## src/rtl/instruction_fetch.sv

```systemverilog
// Instruction fetch stage: owns the PC, reads the instruction memory combinationally
// and buffers {instr, pc} pairs in a 2-entry queue toward decode.
module instruction_fetch #(
    parameter logic [31:0] RESET_PC = 32'h0000_0000
) (
    input  logic        clk,
    input  logic        rst_n,
    output logic [31:0] imem_addr,
    input  logic [31:0] imem_instr,
    input  logic        redirect_valid,
    input  logic [31:0] redirect_pc,
    output logic        if_valid,
    input  logic        if_ready,
    output logic [31:0] if_instr,
    output logic [31:0] if_pc,
    output logic [31:0] if_pc_plus4
);

    logic [31:0] pc_r;
    logic [31:0] instr_q_r [2];
    logic [31:0] pc_q_r    [2];
    logic        rd_ptr_r;
    logic        wr_ptr_r;
    logic [1:0]  count_r;
    logic        push_s;
    logic        pop_s;
    logic [1:0]  count_next_s;

    // Handshake decode: a redirect suppresses both queue operations.
    always_comb begin
        pop_s  = 1'b0;
        push_s = 1'b0;
        if (redirect_valid) begin
            pop_s  = 1'b0;
            push_s = 1'b0;
        end else begin
            pop_s  = if_valid & if_ready;
            push_s = (count_r != 2'd2) | pop_s;
        end
    end

    // Occupancy update; simultaneous push and pop cancel out.
    always_comb begin
        count_next_s = count_r;
        case ({push_s, pop_s})
            2'b10:   count_next_s = count_r + 2'd1;
            2'b01:   count_next_s = count_r - 2'd1;
            default: count_next_s = count_r;
        endcase
    end

    // PC, pointers, occupancy and queue storage.
    always_ff @(posedge clk or negedge rst_n) begin
        if (!rst_n) begin
            pc_r         <= {RESET_PC[31:2], 2'b00};
            rd_ptr_r     <= 1'b0;
            wr_ptr_r     <= 1'b0;
            count_r      <= 2'd0;
            instr_q_r[0] <= 32'h0000_0000;
            instr_q_r[1] <= 32'h0000_0000;
            pc_q_r[0]    <= 32'h0000_0000;
            pc_q_r[1]    <= 32'h0000_0000;
        end else if (redirect_valid) begin
            pc_r     <= {redirect_pc[31:2], 2'b00};
            rd_ptr_r <= 1'b0;
            wr_ptr_r <= 1'b0;
            count_r  <= 2'd0;
        end else begin
            if (push_s) begin
                instr_q_r[wr_ptr_r] <= imem_instr;
                pc_q_r[wr_ptr_r]    <= pc_r;
                wr_ptr_r            <= ~wr_ptr_r;
                pc_r                <= pc_r + 32'd4;
            end
            if (pop_s) begin
                rd_ptr_r <= ~rd_ptr_r;
            end
            count_r <= count_next_s;
        end
    end

    // Outputs are taken straight from registered state.
    always_comb begin
        imem_addr   = {pc_r[31:2], 2'b00};
        if_valid    = (count_r != 2'd0);
        if_instr    = instr_q_r[rd_ptr_r];
        if_pc       = pc_q_r[rd_ptr_r];
        if_pc_plus4 = pc_q_r[rd_ptr_r] + 32'd4;
    end

endmodule

```

## config.mk

```make
export PLATFORM = sky130hd
export DESIGN_NAME = instruction_fetch
export DESIGN_NICKNAME = d
export VERILOG_FILES = /design/src/rtl/instruction_fetch.sv
export SDC_FILE = /design/constraint.sdc
export NUM_CORES = 1
export LEC_CHECK = 0
export CORE_MARGIN = 2
export CORE_UTILIZATION = 45
export CTS_CLUSTER_DIAMETER = 200
export DETAILED_ROUTE_END_ITERATION = 10
export PLACE_DENSITY = 0.74
export SKIP_LAST_GASP = 1
export SLEW_MARGIN = 30
export SYNTH_ARGS = -nofsm -noshare
export SYNTH_HDL_FRONTEND = slang
export SYNTH_SLANG_ARGS = --single-unit
```

## constraint.sdc

```tcl
create_clock -name clk -period 5.15 [get_ports clk]
set_clock_uncertainty 0.2 [all_clocks]
set_input_delay 1.03 -clock clk [delete_from_list [all_inputs] [get_ports clk]]
set_output_delay 1.03 -clock clk [all_outputs]
set_load 0.01 [all_outputs]
```

==> metrics, run 1 <==
met2 usage 0.386; root buf cell clkbuf_16; Crit path arrival time 3.65 ns; IO buf count 188; Max IR drop VDD 0.000239 V; Site Rows 48; final-report max-slew violation count 0; drt total wl 19,900 um; post-route setup TNS 0 ns; #FFs+latches synth 158; Slew headroom 0.395; max-cap violation count 0; register area share after synthesis 0.498; Ports 197; cts bufs inserted 17; Hold Crit Class flip-flop to flip-flop; footprint of the multi-input gates 0.00376 mm^2; die height 137 um; Filler cells 1,354; CP Class flip-flop to output pin; worst-path fanout max 55; clock tree buffer depth 2; number of synthesized flops with an enable pin 0; Ys Warns 0; GR Util met3 0.0359; first-pass GRT wire length 31,400 um; Pwr Density 413 mW/mm^2; Seq. cell area 0.00396 mm^2; post-synthesis cell area 0.00795 mm^2; postcts setup bufs 0; fmax 205 MHz; ys async rst share 1.00; pin count of the biggest net entering global routing 105; total iterations of the first detailed-routing run 4; RSZ-0062 raised after global routing no; Leak Pwr 4.25 nW; CTS tree done; status completed; Ant. Diodes 0; via count 5,799; Die W 137 um; number of global-route vias before repair 6,102; # DRC 0; H-tree depth 4; synthesized instance count 655; Tot Pwr 4.35 mW; GRT busiest layer met2; Skew-Pair Late Insertion Delay 0.42 ns; CP required 3.92 ns; DR iter-0 viols 349; # setup viols final 0; initial antenna violation count 0; Core Area 0.0173 mm^2; placed cell area 0.00998 mm^2; hpwl dp 13,900 um; post-route design area 0.0105 mm^2; met1 Track Usage GR 0.267; synth unique cells 44; Layout Cells excl Fill 1,071; # resized after CTS 0; GRT overflow 0; routed vias/inst 5.41; Area Overhead vs Synth 32.4%; Final min period 4.88 ns; per-cell routed wire length 18.5 um; total die area 0.0187 mm^2; Slew @ Worst Pin 0.908 ns; Final Hold Vio Count 0; layout cells sized above 1 0.270; dpl cells 1,041; GRT Total Usage 0.218; antenna-violating nets left 0; routability cong. 0.840; Synth Area per Inst 12.1 um^2; Top FF cell, synth dfrtp_1; Final Cycle Share 0.948; initial core utilization 0.459; CTS Hold Bufs 0; nets 905; clock sink total 158; Setup crit end kind output pin; Critical Path Start Type flip-flop; CTS clk-pin slew, worst paths 0.06 ns; Hold WS 0.302 ns
-- through the flow --
step                 util  setup slack, ns
floorplan               -             1.23
detailed placement  0.577            0.737
finish              0.608            0.268
global placement    0.577            0.842
global route        0.608           0.0607
CTS                 0.608            0.277
-- cells by family after synthesis --
group,synth area share
AO/OA/AOI/OAI,0.0406
XOR/XNOR,0.0628
adder cells (fa/ha/maj),0.00315
buffers and inverters,0.0321
flip-flops,0.498
multiplexers,0.257
other,0.000472
AND/OR/NAND/NOR,0.106
-- path summary, 6_finish.rpt --
kind                                from               to  slack [ns]  cells after the start
hold / removal             instr_q_r[13]    instr_q_r[13]        0.30                      1
hold reg to reg            instr_q_r[13]    instr_q_r[13]        0.30                      1
setup / recovery                rd_ptr_r  if_pc_plus4[22]        0.27                      8
setup reg to reg                 pc_r[7]         pc_r[22]        2.50                      5
max in group asynchronous          rst_n       pc_q_r[45]        3.31                      2
min in group asynchronous          rst_n    instr_q_r[25]        0.47                      1
-- layer usage --
metal	wire (um)	up-vias
met5	0	-
li1	-	2679
met4	276	0
met1	8170	2931
met2	10600	171
met3	802	18
-- cell usage in the layout, fill, tap and decap left out, drive strengths merged, types with 2 or more instances in the layout --
master         synthesis  layout
nor4                  13      13
ha                     2       2
clkinv                 0       3
a32oi                  3       3
o22ai                  2       2
nor2                  11      11
buf                   28       9
xor2                  22      22
nor2b                  7       7
conb                   1       6
or2                    3       3
a21o                   5       5
clkinvlp               0       5
o22a                   2       2
a32o                   2       2
and3                   6       6
xnor2                 35      35
nor3                  15      15
dfrtp                158     158
nand4                  8       8
mux2                 175     175
nand2b                 5       5
a21oi                  3       3
nor3b                  4       4
and4                   4       4
o21ai                 30      30
inv                    9      10
clkbuf                12      21
mux2i                  7       7
nand2                 54      54
clkdlybuf4s50          0     186
and4b                  3       3
nand4b                 2       2
nand3                 17      17
-- critical path, stage by stage (launching register included) --
cell and delay [ns]:
dfrtp_4 0.87, mux2i_1 0.23, inv_1 0.12, ha_1 0.25, o211a_1 0.32, nor3b_1 0.52, nand3_1 0.18, xnor2_1 0.18
clkdlybuf4s50_1 0.55
-- sequential cells by signal, indices dropped and copies added (netlist names) --
signal,flops
rd_ptr_r,1
instr_q_r,64
pc_r,30
count_r,2
wr_ptr_r,1
pc_q_r,60
-- where the power goes --
group	total (mW)	leakage, nW	internal (mW)	switching [mW]
registers	1.74	1.89	1.52	0.224
clock network	1.15	0.250	0.670	0.482
logic	1.45	2.11	0.875	0.578
total	4.35	4.25	3.06	1.28
-- layout make-up --
class	count	area share
Inverter	9	0.00321
Multi-Input combinational cell	453	0.358
Sequential cell	158	0.376
Clock buffer	20	0.0425
Tap cell	225	0.0268
Clock inverter	10	0.00869
Timing Repair Buffer	196	0.185
-- Yosys cell counts (3+ instances only) --
library cell  instances  area share
dfrtp_1             158        0.50
clkbuf_1             12      0.0057
or2_2                 3      0.0024
nor2_1               11      0.0052
nand2b_1              5      0.0039
and3_1                6      0.0047
inv_1                 9      0.0043
nand3_1              17       0.011
mux2i_1               7      0.0088
buf_2                15      0.0094
nor4_2                6      0.0094
nor3_1               15      0.0094
nor4_1                7      0.0055
and4_1                4      0.0044
a32oi_1               3      0.0033
buf_4                 8      0.0076
nand2_1              54       0.026
nor3b_1               4      0.0038
o21ai_0              20       0.013
nor2b_1               7      0.0055
a21oi_1               3      0.0019
mux2_2              175        0.25
a21o_1                5      0.0047
o21ai_1              10      0.0063
buf_6                 3      0.0043
nand4_1               7      0.0055
xor2_1               22       0.024
xnor2_1              35       0.039
and4b_1               3      0.0038
No activity file was read; power rests on OpenSTA's default activity.
==> inputs of run 2 (changes only) <==
--- a/config.mk
+++ b/config.mk
@@ -9,9 +9,11 @@
 export CORE_UTILIZATION = 45
 export CTS_CLUSTER_DIAMETER = 200
 export DETAILED_ROUTE_END_ITERATION = 10
+export HOLD_SLACK_MARGIN = 0.05
 export PLACE_DENSITY = 0.74
 export SKIP_LAST_GASP = 1
 export SLEW_MARGIN = 30
 export SYNTH_ARGS = -nofsm -noshare
 export SYNTH_HDL_FRONTEND = slang
 export SYNTH_SLANG_ARGS = --single-unit
+export TNS_END_PERCENT = 10
==> results of run 2 <==
The final DEF is identical to that of run 1; final timing and power are the same.
